### src/rtl/rgb_pkg.sv
// rgb_pkg: shared types and constants for the colour-class expander.
//   colour_t              one colour channel
//   ch_e                  channel index CH0/CH1/CH2
//   LVL_ADDR_LO/HI(ch)    level-write address of a channel's lo/hi level
//   LVL_ADDR_MAX          highest non-reserved level address
//   CODE_BIT_CHx          which code bit selects channel x (matches compressor)
package rgb_pkg;

  localparam int COLOUR_DEPTH = 8;
  localparam int NUM_CH       = 3;

  typedef logic [COLOUR_DEPTH-1:0] colour_t;

  typedef enum logic [1:0] {
    CH0 = 2'd0,
    CH1 = 2'd1,
    CH2 = 2'd2
  } ch_e;

  localparam logic [2:0] LVL_ADDR_MAX = 3'd5;

  // Compressor packs channel 0 into the MSB of the code.
  localparam logic [1:0] CODE_BIT_CH0 = 2'd2;
  localparam logic [1:0] CODE_BIT_CH1 = 2'd1;
  localparam logic [1:0] CODE_BIT_CH2 = 2'd0;

  function automatic logic [2:0] LVL_ADDR_LO(input int unsigned ch);
    return 3'(ch << 1);
  endfunction

  function automatic logic [2:0] LVL_ADDR_HI(input int unsigned ch);
    return 3'((ch << 1) | 1);
  endfunction

  function automatic logic [1:0] CODE_BIT(input int unsigned ch);
    case (ch)
      0:       return CODE_BIT_CH0;
      1:       return CODE_BIT_CH1;
      default: return CODE_BIT_CH2;
    endcase
  endfunction

endpackage

### src/rtl/rgb_level_bank.sv
// rgb_level_bank: lo/hi reconstruction levels for the three channels.
// Optional feature macro: RGB_EXPAND_DOUBLE_BUFFER_EN
//   defined   - writes land in a shadow bank and set pending; the active bank
//               takes the shadow contents on a block boundary when pending.
//   undefined - writes update the active levels directly.
// Ports:
//   clk_i, rst_n_i      clock, async active-low reset
//   wr_i/addr_i/data_i  level write (addr 6,7 ignored)
//   boundary_i          a code is accepted on the last pixel of a block
//   lo_o, hi_o          active lo/hi level per channel ([0] = ch0)
module rgb_level_bank #(
  parameter int COLOUR_DEPTH = 8
) (
  input  logic                               clk_i,
  input  logic                               rst_n_i,
  input  logic                               wr_i,
  input  logic [2:0]                         addr_i,
  input  logic [COLOUR_DEPTH-1:0]            data_i,
  input  logic                               boundary_i,
  output logic [2:0][COLOUR_DEPTH-1:0]       lo_o,
  output logic [2:0][COLOUR_DEPTH-1:0]       hi_o
);
  import rgb_pkg::*;

  typedef logic [2:0][COLOUR_DEPTH-1:0] lvl_t;

  lvl_t act_lo_q, act_hi_q;
  lvl_t wr_base_lo, wr_base_hi;  // bank the write lands in
  lvl_t wr_lo_d, wr_hi_d;

  // Reserved addresses match no channel, so they fall through untouched.
  for (genvar c = 0; c < NUM_CH; c++) begin : g_wr
    assign wr_lo_d[c] = (wr_i && addr_i == LVL_ADDR_LO(c)) ? data_i : wr_base_lo[c];
    assign wr_hi_d[c] = (wr_i && addr_i == LVL_ADDR_HI(c)) ? data_i : wr_base_hi[c];
  end

`ifdef RGB_EXPAND_DOUBLE_BUFFER_EN
  lvl_t sh_lo_q, sh_hi_q;
  logic pend_q;
  logic wr_ok;
  logic swap;

  assign wr_base_lo = sh_lo_q;
  assign wr_base_hi = sh_hi_q;
  assign wr_ok      = wr_i && (addr_i <= LVL_ADDR_MAX);
  assign swap       = boundary_i && pend_q;

  // Active copies the pre-write shadow; a write in the swap cycle keeps
  // pending set so it is picked up at the next boundary.
  always_ff @(posedge clk_i or negedge rst_n_i) begin
    if (!rst_n_i) begin
      act_lo_q <= '0;
      act_hi_q <= '1;
      sh_lo_q  <= '0;
      sh_hi_q  <= '1;
      pend_q   <= 1'b0;
    end else begin
      if (swap) begin
        act_lo_q <= sh_lo_q;
        act_hi_q <= sh_hi_q;
      end
      sh_lo_q <= wr_lo_d;
      sh_hi_q <= wr_hi_d;
      if (wr_ok)     pend_q <= 1'b1;
      else if (swap) pend_q <= 1'b0;
    end
  end
`else
  logic unused_boundary;

  assign wr_base_lo      = act_lo_q;
  assign wr_base_hi      = act_hi_q;
  assign unused_boundary = boundary_i;

  always_ff @(posedge clk_i or negedge rst_n_i) begin
    if (!rst_n_i) begin
      act_lo_q <= '0;
      act_hi_q <= '1;
    end else begin
      act_lo_q <= wr_lo_d;
      act_hi_q <= wr_hi_d;
    end
  end
`endif

  assign lo_o = act_lo_q;
  assign hi_o = act_hi_q;

endmodule

### src/rtl/rgb_expand.sv
// rgb_expand: expands 3-bit colour-class codes into 24-bit RGB pixels using
// per-channel programmable lo/hi levels. Blocks of AVERAGE_OVER pixels are
// counted; block_first_out flags the first pixel of each block.
// Optional feature macro: RGB_EXPAND_DOUBLE_BUFFER_EN (see rgb_level_bank).
// Ports:
//   clk_in, rst_n_in                      clock, async active-low reset
//   code_in/code_valid_in/code_ready_out  code input handshake
//   lvl_wr_in/lvl_addr_in/lvl_data_in     level programming (never stalls)
//   rgb_out/rgb_valid_out/rgb_ready_in    pixel output handshake
//   block_first_out                       pixel is first of its block
module rgb_expand #(
  parameter int COLOUR_DEPTH = 8,
  parameter int AVERAGE_OVER = 1024
) (
  input  logic                      clk_in,
  input  logic                      rst_n_in,
  input  logic [2:0]                code_in,
  input  logic                      code_valid_in,
  output logic                      code_ready_out,
  input  logic                      lvl_wr_in,
  input  logic [2:0]                lvl_addr_in,
  input  logic [COLOUR_DEPTH-1:0]   lvl_data_in,
  output logic [3*COLOUR_DEPTH-1:0] rgb_out,
  output logic                      rgb_valid_out,
  input  logic                      rgb_ready_in,
  output logic                      block_first_out
);
  import rgb_pkg::*;

  localparam int CNT_W = $clog2(AVERAGE_OVER);

  logic [CNT_W-1:0]               cnt_q, cnt_d;
  logic [2:0][COLOUR_DEPTH-1:0]   lo_act, hi_act;
  logic [2:0][COLOUR_DEPTH-1:0]   pix_d, pix_q;
  logic                           vld_q, first_q;
  logic                           accept, boundary;

  assign code_ready_out = !vld_q || rgb_ready_in;
  assign accept         = code_valid_in && code_ready_out;
  // AVERAGE_OVER is a power of two: the last pixel is the all-ones count and
  // the increment wraps to zero on its own.
  assign boundary       = accept && (&cnt_q);
  assign cnt_d          = cnt_q + 1'b1;

  rgb_level_bank #(
    .COLOUR_DEPTH(COLOUR_DEPTH)
  ) u_bank (
    .clk_i      (clk_in),
    .rst_n_i    (rst_n_in),
    .wr_i       (lvl_wr_in),
    .addr_i     (lvl_addr_in),
    .data_i     (lvl_data_in),
    .boundary_i (boundary),
    .lo_o       (lo_act),
    .hi_o       (hi_act)
  );

  for (genvar c = 0; c < NUM_CH; c++) begin : g_dec
    assign pix_d[c] = code_in[CODE_BIT(c)] ? hi_act[c] : lo_act[c];
  end

  always_ff @(posedge clk_in or negedge rst_n_in) begin
    if (!rst_n_in) begin
      cnt_q   <= '0;
      pix_q   <= '0;
      vld_q   <= 1'b0;
      first_q <= 1'b0;
    end else if (accept) begin
      cnt_q   <= cnt_d;
      pix_q   <= pix_d;
      first_q <= (cnt_q == '0);
      vld_q   <= 1'b1;
    end else if (rgb_ready_in) begin
      vld_q   <= 1'b0;
    end
  end

  assign rgb_out         = pix_q;
  assign rgb_valid_out   = vld_q;
  assign block_first_out = first_q;

endmodule

### config.mk
export PLATFORM = sky130hd
export DESIGN_NAME = rgb_expand
export DESIGN_NICKNAME = d
export VERILOG_FILES = /design/src/rtl/rgb_pkg.sv /design/src/rtl/rgb_level_bank.sv /design/src/rtl/rgb_expand.sv
export SDC_FILE = /design/constraint.sdc
export NUM_CORES = 1
export LEC_CHECK = 0
export ABC_CLOCK_PERIOD_IN_PS = 1210
export CAP_MARGIN = 0
export CORE_ASPECT_RATIO = 1.75
export CORE_UTILIZATION = 40
export DETAILED_ROUTE_END_ITERATION = 6
export PLACE_DENSITY = 0.64
export SKIP_LAST_GASP = 1
export SLEW_MARGIN = 20
export SYNTH_ARGS = -nofsm -noshare
export SYNTH_HDL_FRONTEND = slang
export SYNTH_SLANG_ARGS = --single-unit
### constraint.sdc
create_clock -name clk_in -period 1.21 [get_ports clk_in]
set_input_delay 0.3025 -clock clk_in [delete_from_list [all_inputs] [get_ports clk_in]]
set_output_delay 0.3025 -clock clk_in [all_outputs]
set_load 0.01 [all_outputs]
# Word level (Yosys, flattened, before mapping)
# Cells that the tools add are included.
dict set report totals {
  register_bits 84
  output_inout_bits 27
}
dict set report classes {
  addsub 1
  n_eq_ne 5
  mux 5
  n_reduce_logical 12
}
# operator count
set op_table {}
lappend op_table {{8-bit two-way mux} 3}
lappend op_table {{10-bit by 1-bit adder with 10-bit output, second input constant} 1}
lappend op_table {{10-bit zero test} 1}
lappend op_table {{1-bit logical AND} 7}
lappend op_table {{3-bit by 2-bit equality test with 1-bit output, second input constant} 2}
lappend op_table {{3-bit equality test, second input constant} 2}
lappend op_table {{3-bit by 1-bit equality test with 1-bit output, second input constant} 1}
lappend op_table {{3-bit zero test} 1}
lappend op_table {{1-bit two-way mux} 2}
lappend op_table {{2-bit nonzero test} 1}
lappend op_table {{1-bit zero test} 1}
lappend op_table {{1-bit logical OR} 1}

# Depth between registers and ports, before layout
# Gate-level depths: netlist of run 1.
dict set report depth {
  ltp_word 4
  mapped_depth 7
  ltp_nobuf 4
}

# By module
# From an unflattened synthesis of run 1, not the netlist that was laid out.
dict set report hier_totals {
  cells_unflattened 262
  hier_area_um2 3515.9
}
# mod instances cells_each area_per_inst_um2 seq_area_each_um2
set modules_own_cells {}
lappend modules_own_cells {rgb_level_bank 1 106 1863.0 1231.2}
lappend modules_own_cells {rgb_expand 1 156 1652.8 900.9}

# Worst setup path before layout of run 1
# Ideal clock, no wire load.
dict set report synth_path {
  path_kind {input to register}
  start {input port lvl_addr_in[1]}
  end {register u_bank.act_lo_q (netlist bit u_bank.lo_o[0])}
  t_arrival_ns 1.288
  path_slack_ns -0.203
  cell_stages 3
  n_path_buf 1
  path_cell_list {buf_4 -> nor4b_4 -> mux2_2}
}
dict set report synth_between {
  elab_chain_len 2
}
# item line_no
set synth_rtl {}
lappend synth_rtl {{start: declaration} rgb_expand.sv:21} ;# input logic [2:0] lvl_addr_in,
lappend synth_rtl {{3-bit zero test} rgb_level_bank.sv:33} ;# assign wr_lo_d[c] = (wr_i && addr_i == LVL_ADDR_LO(c)) ? data_i : wr_base_lo[c];
lappend synth_rtl {{1-bit logical AND} rgb_level_bank.sv:33}
lappend synth_rtl {{end signal: assignment} rgb_level_bank.sv:80} ;# act_lo_q <= wr_lo_d;
lappend synth_rtl {{end: declaration} rgb_level_bank.sv:27} ;# lvl_t act_lo_q, act_hi_q;
# Every way passes these cells.
# A chain may end at the register's enable or synchronous reset.

# Final worst setup path of run 1
dict set report layout_path {
  start {register vld_q, in the netlist rgb_valid_out}
  end {register pix_q (netlist bit rgb_out[6])}
}
dict set report layout_between {
  elab_chain_len 3
}
# item line_no
set layout_rtl {}
lappend layout_rtl {{start: declaration} rgb_expand.sv:35} ;# logic vld_q, first_q;
lappend layout_rtl {{start signal: assignment} rgb_expand.sv:66} ;# vld_q <= 1'b0;
lappend layout_rtl {{start signal: assignment} rgb_expand.sv:72} ;# vld_q <= 1'b1;
lappend layout_rtl {{start signal: assignment} rgb_expand.sv:74} ;# vld_q <= 1'b0;
lappend layout_rtl {{1-bit zero test} rgb_expand.sv:38} ;# assign code_ready_out = !vld_q || rgb_ready_in;
lappend layout_rtl {{1-bit logical OR} rgb_expand.sv:38}
lappend layout_rtl {{1-bit logical AND} rgb_expand.sv:39} ;# assign accept = code_valid_in && code_ready_out;
lappend layout_rtl {{end signal: assignment} rgb_expand.sv:70} ;# pix_q <= pix_d;
lappend layout_rtl {{end: declaration} rgb_expand.sv:34} ;# logic [2:0][COLOUR_DEPTH-1:0] pix_d, pix_q;
# Every way passes these cells.

==> impl_metrics.yaml, run 1 <==
sta:
  tightest_slew_ns: 0.334
  finalMaxSlewViolations: 0
  setup_tns_ns: -2.68
  period_share_pct: 112
  holdWs_ns: 0.307
  max_freq_mhz: 737
  rsz0062_at_grt: "true"
  period_minus_slack_ns: 1.36
  finalWorstSetupSlack_ns: -0.147
  slew_headroom_pct: 77.6
  fin_skew_ns: 0.00449
  hold_viol: 0
  setup_viol: 29
drt:
  wl_met2_um: 4680
  top_layer: "met4"
  drc: 0
  wire_per_inst_um: 18.0
  wl_met1_um: 3390
  routed_wirelength_um: 8570
  drtAntennaViolNets: 0
  via_per_inst: 5.21
  via_count: 2478
  drt-initial-drc-count: 116
  first_pass_iters: 4
  wl_met3_um: 244
power:
  power.density_nw_per_um2: 1830
  power.total_mw: 9.70
  peakVddDrop_mv: 1.07
  power_leakage_nw: 2.35
placed_design:
  port_buffers: 45
  placed_area_um2: 4620
  gp_congestion: 0.777
  dp.cells: 438
  place_hpwl_um: 5560
  place_ws_ns: -0.668
floorplan:
  die_area_um2: 9330
  start_util_pct: 41.2
  io_pins: 46
  rows: 45
  die_height_um: 127
  die_w_um: 73.5
  core-area_um2: 8670
clock_network:
  htreeDepth: 3
  cts_buffer_depth: 2
  clkLatencyLatePin_ns: 0.34
  cts_root_buf: "clkbuf_16"
  clock_sinks: 84
  cts_tree: "yes"
  cts_made_buffers: 9
  clk_pin_slew_worst_paths_ns: 0.06
setup_path:
  worstPathRequired_ns: 1.43
  rr_worst_depth: 7
  r2r-end: "rgb_out[6]$_DFFE_PN0P_"
  crit_type: "flip-flop to flip-flop"
  cp.arrival_ns: 1.58
  r2r-start: "rgb_valid_out$_DFFE_PN0P_"
  ff2ff_setup_slack_ns: -0.15
  crit_path_start_kind: "flip-flop"
  cp-end-kind: "flip-flop"
  path_max_fanout: 7
logic_synthesis:
  netlist-cell-type-count: 27
  synth_fp_nets: 288
  ys.warnings.count: 0
  syn_area_um2: 3570
  syn_avg_cell_area_um2: 13.4
  syn_inst: 267
  synth_seq_cells: 84
  synth_seq_area_share_pct: 59.7
layout:
  final_nets: 375
  fillers: 718
  drive_gt1_share_pct: 58.8
  area_growth_pct: 47.9
  final_cells: 476
  utilization_pct: 61.0
  n_antenna_cell: 0
  final_cell_area_um2: 5290
global_route:
  grt.overflow.total: 0
  grt_max_degree: 45
  grt_usage_pct: 19.7
  antenna_found_initial: 0
  grt_pass1_wl_um: 13400
  first_global_vias: 2564
run:
  maxCapViolations: 0
run_status:
  violations: "negative setup slack"
  outcome: "complete, but fails checks"
hold_path:
  worst_hold_path_type: "input pin to async pin"
worst max-delay path by stage:
stage,startpoint,cells past startpoint,to
floorplan,lvl_addr_in[0],3,u_bank.lo_o[0]$_DFFE_PN0P_
global placement,lvl_addr_in[0],4,u_bank.lo_o[9]$_DFFE_PN0P_
detailed placement,lvl_addr_in[0],4,u_bank.lo_o[6]$_DFFE_PN0P_
CTS,rgb_valid_out$_DFFE_PN0P_,3,code_ready_out
global route,rgb_valid_out$_DFFE_PN0P_,3,code_ready_out
finish,rgb_valid_out$_DFFE_PN0P_,7,rgb_out[6]$_DFFE_PN0P_
cells in the final DEF (no fill, tap or decap), drive strengths merged:
cell type      netlist  routed
buf                 14      73
mux2i               25      25
nor2b                1       1
dlygate4sd3          0       1
inv                  4       5
clkdlybuf4s50        0      11
clkinv               0       1
mux2                48      48
nand4                3       3
o21ai                1       1
nand4b               3       3
clkbuf               3      12
nor4bb               2       2
nor4                 6       6
dfrtp               60      60
nor4b                1       1
xor2                 7       7
bufinv               0       4
nand3                2       2
nor3                 4       4
nand2b               1       1
dfstp               24      24
xnor2                2       2
clkdlybuf4s15        0       2
dlygate4sd2          0       3
and2                 1       2
nand2                5       5
a21oi               48      48
ha                   2       2
layout make-up:
cell class / count / area (um^2) / share of cell area [%]
Tap cell: 117 / 146 / 2.77
Clock buffer: 10 / 239 / 4.52
Sequential cell: 84 / 2130 / 40.3
Multi-Input combinational cell: 163 / 1720 / 32.6
Clock inverter: 6 / 134 / 2.53
Inverter: 4 / 17.5 / 0.331
Timing Repair Buffer: 92 / 895 / 16.9
metal layers:
metal / vias up / track usage, %
met5: - / 0
met4: 0 / 10.6
met3: 17 / 3.86
met2: 56 / 32.6
met1: 1266 / 23.7
li1: 1139 / -
Yosys cell counts, drive strengths merged:
library cell	number	area, um^2
nand4b	3	26.3
dfstp	24	631
o21ai	1	5.00
xnor2	2	17.5
mux2i	25	250
nor2b	1	6.26
and2	1	6.26
buf	14	70.1
clkbuf	3	11.3
nand3	2	10.0
mux2	48	541
nand4	3	18.8
nor4bb	2	20.0
a21oi	48	240
ha	2	25.0
inv	4	15.0
nor3	4	31.3
nor4b	1	23.8
nand2b	1	6.26
xor2	7	61.3
nor4	6	37.5
dfrtp	60	1500
nand2	5	18.8
registers in the layout (all words and copies together) (netlist names):
| register | cells |
|---|---|
| u_bank.lo_o | 24 |
| rgb_out | 24 |
| rgb_valid_out | 1 |
| cnt_q | 10 |
| block_first_out | 1 |
| u_bank.hi_o | 24 |
what timing repair did:
| action | CTS | global route |
|---|---|---|
| pin swaps | 8 | 16 |
| resized for setup | 142 | 24 |
| setup endpoints to repair | 108 | 67 |
| hold buffers | 1 | 0 |
| buffers inserted | 17 | 3 |
| gates cloned | 2 | 1 |
| hold endpoints to repair | 60 | 0 |
where the power goes:
group          internal (mW)  switching [mW]  leakage [nW]
sequential              3.58           0.397         0.968
clock                   2.28            1.11         0.183
combinational           1.26            1.07          1.20
total                   7.12            2.58          2.35
worst max-delay path, cell delays in order (launching register included):
cell and delay [ns]:
dfrtp_1 0.38, nor2b_4 0.14, inv_4 0.09, buf_6 0.13, and2_4 0.19, buf_12 0.13
buf_12 0.12, a21oi_2 0.05
cells by family (layout without fill, tap and decap cells):
logic type	after synthesis	after routing	synth area share (%)
DFF	84	84	59.7
muxes	73	73	22.1
AOI/OAI and AO/OA	49	49	6.86
and+or+nand+nor	29	30	5.74
buffers and inverters	21	112	2.70
xor gates and xnor gates	9	9	2.21
adders and majority gates	2	2	0.700
(Power assumes the default switching activity.)
==> run 2, diff against run 1 <==
--- a/config.mk
+++ b/config.mk
@@ -5,12 +5,13 @@
 export SDC_FILE = /design/constraint.sdc
 export NUM_CORES = 1
 export LEC_CHECK = 0
-export ABC_CLOCK_PERIOD_IN_PS = 1210
+export ABC_CLOCK_PERIOD_IN_PS = 1700
 export CAP_MARGIN = 0
 export CORE_ASPECT_RATIO = 1.75
 export CORE_UTILIZATION = 40
 export DETAILED_ROUTE_END_ITERATION = 6
-export PLACE_DENSITY = 0.64
+export PLACE_DENSITY = 0.62
+export SKIP_CTS_REPAIR_TIMING = 1
 export SKIP_LAST_GASP = 1
 export SLEW_MARGIN = 20
 export SYNTH_ARGS = -nofsm -noshare
==> constraint.sdc (replaced) <==
create_clock -name clk_in -period 1.7 [get_ports clk_in]
set_input_delay 0.425 -clock clk_in [delete_from_list [all_inputs] [get_ports clk_in]]
set_output_delay 0.425 -clock clk_in [all_outputs]
set_load 0.01 [all_outputs]
==> run 2 against run 1 <==
The run now ends clean. Worst setup slack gained 0.20 ns. Wire length shrank 11%. Non-clock buffer count fell by 25. Sequential power fell by 29%. Register-to-register slack improved by 0.47 ns. Clock skew fell by 0.0010 ns. Critical endpoint is now u_bank.hi_o[5]$_DFFE_PN1P_. First-iteration DRC count grew 9.5%. Cell area is 12% lower. Utilization decreased by 7.4 points. Total power down 40%. Highest routed layer unchanged. Largest power group unchanged. Global-route usage is 1.3 points lower. Worst hold slack got worse by 0.20 ns.
==> impl_metrics.yaml, run 2 (synthesis results as in run 1) <==
floorplan:
  core-area_um2: 8670
  start_util_pct: 41.2
  rows: 45
  die_w_um: 73.5
  io_pins: 46
  die_area_um2: 9330
  die_height_um: 127
layout:
  n_antenna_cell: 0
  final_cell_mix: "60 x dfrtp_1, 48 x a21oi_1, 47 x mux2_2"
  final_nets: 349
  fillers: 786
  final_cells: 450
  utilization_pct: 53.5
  area_growth_pct: 29.9
  mostFrequentLayoutCell: "dfrtp_1"
  drive_gt1_share_pct: 33.0
clock_network:
  cts_made_buffers: 9
  cts_root_buf: "clkbuf_16"
  cts_buffer_depth: 2
  cts_tree: "yes"
  htreeDepth: 3
  clkLatencyLatePin_ns: 0.33
  clock_sinks: 84
  clk_pin_slew_worst_paths_ns: 0.06
sta:
  fin_skew_ns: 0.00348
  period_share_pct: 96.9
  rsz0062_at_grt: "true"
  hold_viol: 0
  period_minus_slack_ns: 1.65
  max_freq_mhz: 607
  tightest_slew_ns: 0.458
  finalMaxSlewViolations: 0
  slew_headroom_pct: 69.5
  holdWs_ns: 0.104
  setup_viol: 0
setup_path:
  critPathSlowestCell: "clkdlybuf4s50_1"
  worstPathRequired_ns: 1.96
  critical_path.top_delay_family: "buffers and inverters"
  worstPathCellList: "clkdlybuf4s50_1 > nor4bb_2 > buf_4 > mux2_2"
  slowest_delay_ns: 0.56
  cp_num_cells: 4
  cp_num_buf_inv: 2
  path_max_fanout: 6
  ff2ff_setup_slack_ns: 0.32
  cp-end-kind: "flip-flop"
  crit_path_start_kind: "input pin"
  r2r-start: "rgb_valid_out$_DFFE_PN0P_"
  rr_worst_depth: 6
  cp.arrival_ns: 1.90
  crit_type: "input pin to flip-flop"
  r2r-end: "cnt_q[2]$_DFFE_PN0P_"
placed_design:
  port_buffers: 45
  place_hpwl_um: 5240
  dp.cells: 434
  gp_congestion: 0.753
drt:
  via_count: 2327
  via_per_inst: 5.17
  drtAntennaViolNets: 0
  drt-initial-drc-count: 127
  first_pass_iters: 4
  wire_per_inst_um: 16.9
  drc: 0
  routed_wirelength_um: 7610
power:
  power_leakage_nw: 2.01
  peakVddDrop_mv: 0.562
  power.density_nw_per_um2: 1250
global_route:
  grt_max_degree: 85
  grt_usage_pct: 18.4
  grt_pass1_wl_um: 12500
  antenna_found_initial: 0
  first_global_vias: 2431
  grt.overflow.total: 0
hold_path:
  worst_hold_path_type: "input pin to async pin"
run:
  maxCapViolations: 0
run_status:
  outcome: "completed"
## run 2: cell count changes in the layout (fill, tap and decap cells not counted), moves of 5 or more
cell             change
nor4_1               +5
mux2_2              +31
buf_4               -10
dlymetal6s2s_1       +5
a21oi_1             +27
a21oi_2             -26
clkdlybuf4s50_1     +28
buf_2               -26
buf_12               -5
buf_6                -8
nor4_4               -5
mux2_4              -32
## run 2: worst max path at each step
stage,from,endpoint,slack (ns)
floorplan,lvl_addr_in[1],u_bank.lo_o[0]$_DFFE_PN0P_,0.16
global placement,lvl_wr_in,u_bank.hi_o[7]$_DFFE_PN1P_,-0.31
detailed placement,lvl_wr_in,u_bank.hi_o[5]$_DFFE_PN1P_,-0.34
CTS,rgb_ready_in,code_ready_out,-0.27
global route,rgb_ready_in,code_ready_out,0.007
finish,lvl_wr_in,u_bank.hi_o[5]$_DFFE_PN1P_,0.05
## run 2: final cells by class
type	count	area, um^2	share of cell area, %
clock buffers	14	254	5.47
clock inverters	2	10.0	0.216
inverters	4	15.0	0.324
multi-input cells	162	1360	29.3
flip-flops and latches	84	2130	45.9
well taps	117	146	3.15
repair buffers	67	726	15.6
## run 2: metal layers
metal | up-vias | GRT usage (%) | part of all wire (%)
met2 | 39 | 31.3 | 55
met4 | 0 | 8.37 | 2.3
li1 | 1086 | - | -
met5 | - | 0 | 0
met3 | 9 | 4.57 | 2.8
met1 | 1193 | 21.4 | 40
## run 2: stage by stage
stage          area (um^2)  worst slack (ns)  setup TNS (ns)  total power, mW
5_1_grt               4640           0.00696               0             6.13
3_3_place_gp          4350            -0.308          -15.23             4.06
4_1_cts               4620            -0.274          -0.274             5.89
6_report              4640            0.0519               0             5.80
3_5_place_dp          4350            -0.344          -15.95             4.11
2_1_floorplan         3570             0.165               0             3.49
## run 2: power by group
part	total [mW]	internal, mW	switching (mW)
combinational	1.23	0.698	0.529
sequential	2.82	2.55	0.278
clock	1.75	1.03	0.725
==> run 3, diff against run 2 <==
--- a/config.mk
+++ b/config.mk
@@ -5,6 +5,7 @@
 export SDC_FILE = /design/constraint.sdc
 export NUM_CORES = 1
 export LEC_CHECK = 0
+export ABC_AREA = 1
 export ABC_CLOCK_PERIOD_IN_PS = 1700
 export CAP_MARGIN = 0
 export CORE_ASPECT_RATIO = 1.75
==> run 3 against run 2 <==
Non-clock buffer count fell by 7. Critical path depth fell by 3. Worst hold slack got worse by 0.088 ns. Register-to-register slack improved by 0.14 ns. Largest cell class unchanged. Largest power group unchanged. Sequential share of layout area did not move. Synthesized area rose by 2.3%. Via count rose by 18%. Sequential cell count did not move. Global-route usage fell by 0.99 points. Critical path type is now flip-flop to primary output.
==> impl_metrics.yaml, run 3 <==
logic_synthesis:
  yosys-top-cells-area: "dfrtp_1 41%, dfstp_2 17%, nand2_1 12%"
  syn_area_um2: 3660
  synth_top_cell_area_share_pct: 41.1
  post-synth-top-count-cell: "nand2_1"
  synth_seq_cells: 84
  syn_avg_cell_area_um2: 9.05
  async_flop_share_pct: 100
  synth_ff_type: "dfrtp_1"
  synth_seq_area_share_pct: 58.3
  synthTopCellsByCount: "119 x nand2_1, 60 x dfrtp_1, 50 x o21ai_0"
  netlist-cell-type-count: 21
  synth_edf_count: 0
  synth_fp_nets: 425
  syn_inst: 404
  synth_top_area_cell: "dfrtp_1"
  ys.warnings.count: 0
global_route:
  use_met2_pct: 28.6
  grt_use_met3_pct: 4.23
  top_usage_layer: "met2"
  met1_usage_pct: 21.4
  grt_usage_pct: 17.4
  antenna_found_initial: 0
  first_global_vias: 2615
  grt_max_degree: 35
  grt_pass1_wl_um: 12300
  grt.overflow.total: 0
drt:
  via_count: 2743
  drtAntennaViolNets: 0
  first_pass_iters: 4
  drc: 0
  drt-initial-drc-count: 136
  wire_per_inst_um: 12.8
  routed_wirelength_um: 7440
  via_per_inst: 4.70
placed_design:
  placed_area_um2: 4320
  gp_congestion: 0.847
  port_buffers: 45
  place_hpwl_um: 5310
sta:
  period_minus_slack_ns: 1.66
  setup_viol: 0
  holdWs_ns: 0.0158
  max_freq_mhz: 604
  hold_viol: 0
  tightest_slew_ns: 0.459
  period_share_pct: 97.5
  rsz0062_at_grt: "false"
  fin_skew_ns: 0.00538
  finalMaxSlewViolations: 0
  slew_headroom_pct: 69.3
floorplan:
  die_height_um: 128
  die_w_um: 74.3
  rows: 45
  core-area_um2: 8780
  io_pins: 46
  start_util_pct: 41.6
  die_area_um2: 9540
setup_path:
  r2r-start: "rgb_valid_out$_DFFE_PN0P_"
  rr_worst_depth: 6
  critPathSlowestCell: "clkdlybuf4s50_1"
  path_max_fanout: 2
  cp.arrival_ns: 1.23
  worstPathRequired_ns: 1.27
  cp-end-kind: "primary output"
  ff2ff_setup_slack_ns: 0.46
  critical_path.top_delay_family: "buffers and inverters"
  crit_type: "flip-flop to primary output"
  slowest_delay_ns: 0.54
  r2r-end: "cnt_q[4]$_DFFE_PN0P_"
  startpoint: "rgb_out[16]$_DFFE_PN0P_"
  crit_path_start_kind: "flip-flop"
  worstPathCellList: "clkdlybuf4s50_1"
  cp_num_buf_inv: 1
clock_network:
  cts_made_buffers: 9
  cts_tree: "yes"
  cts_root_buf: "clkbuf_16"
  clkLatencyLatePin_ns: 0.34
  clk_pin_slew_worst_paths_ns: 0.06
  cts_buffer_depth: 2
  htreeDepth: 3
  clock_sinks: 84
layout:
  area_growth_pct: 26.9
  mostFrequentLayoutCell: "nand2_1"
  final_nets: 482
  n_antenna_cell: 0
  final_cell_mix: "119 x nand2_1, 60 x dfrtp_1, 50 x o21ai_0"
  final_cell_area_um2: 4640
  drive_gt1_share_pct: 16.3
run_status:
  outcome: "completed"
power:
  power.density_nw_per_um2: 1280
  peakVddDrop_mv: 0.618
  power.total_mw: 5.92
  power_leakage_nw: 2.23
hold_path:
  worst_hold_path_type: "input pin to async pin"
run:
  maxCapViolations: 0
==> run 3: where the power goes <==
group          leakage (nW)  switching (mW)  internal, mW  total, mW
logic                  1.08           0.626         0.566       1.19
registers             0.996           0.283          2.50       2.78
clock network         0.149           0.737          1.21       1.95
==> run 3: logic make-up (layout without fill, tap and decap cells) <==
kind of cell,count (synthesis),in the layout,synth area share [%]
compound gates,99,99,14.5
xor+xnor,6,6,1.44
fa+ha+maj,2,2,0.684
buf+inv,63,125,7.97
flops,84,84,58.3
simple gates,150,150,17.1
==> run 3: worst register-to-register path, delay by kind of cell (launching register included) <==
kind,cells,cell delay (ns)
flops,1,0.40
xor+xnor,1,0.15
simple gates,3,0.38
buf+inv,2,0.24
==> run 3: metal layers <==
metal / routed length (um) / vias to the layer above
met5: 0 / -
met4: 180 / 0
met3: 222 / 17
met2: 3710 / 52
met1: 3320 / 1273
li1: - / 1401
==> run 3: stage by stage <==
step / instances / TNS [ns] / setup WS, ns / utilization (%)
finish: 583 / 0 / 0.0433 / 52.8
global route: 583 / 0 / 0.00221 / 52.8
global placement: 567 / -0.649 / -0.236 / 49.2
detailed placement: 567 / -1.14 / -0.253 / 49.2
floorplan: 404 / 0 / 0.528 / -
CTS: 583 / -0.256 / -0.251 / 52.6
==> run 3: cell type report <==
type / count / area [um^2]
clock inverter: 4 / 47.5
timing repair buffer: 60 / 641
multi-input combinational: 257 / 1230
inverter: 49 / 184
sequential: 84 / 2130
tap: 117 / 146
fill: 867 / 4140
clock buffer: 12 / 256
==> run 3: worst max path at each step <==
stage	endpoint	slack, ns	depth (start not counted)
after floorplan	cnt_q[6]$_DFFE_PN0P_	0.53	6
after global placement	code_ready_out	-0.24	4
after detailed placement	code_ready_out	-0.25	4
after CTS	code_ready_out	-0.25	4
after global routing	rgb_out[16]	0.002	1
final	rgb_out[16]	0.04	1
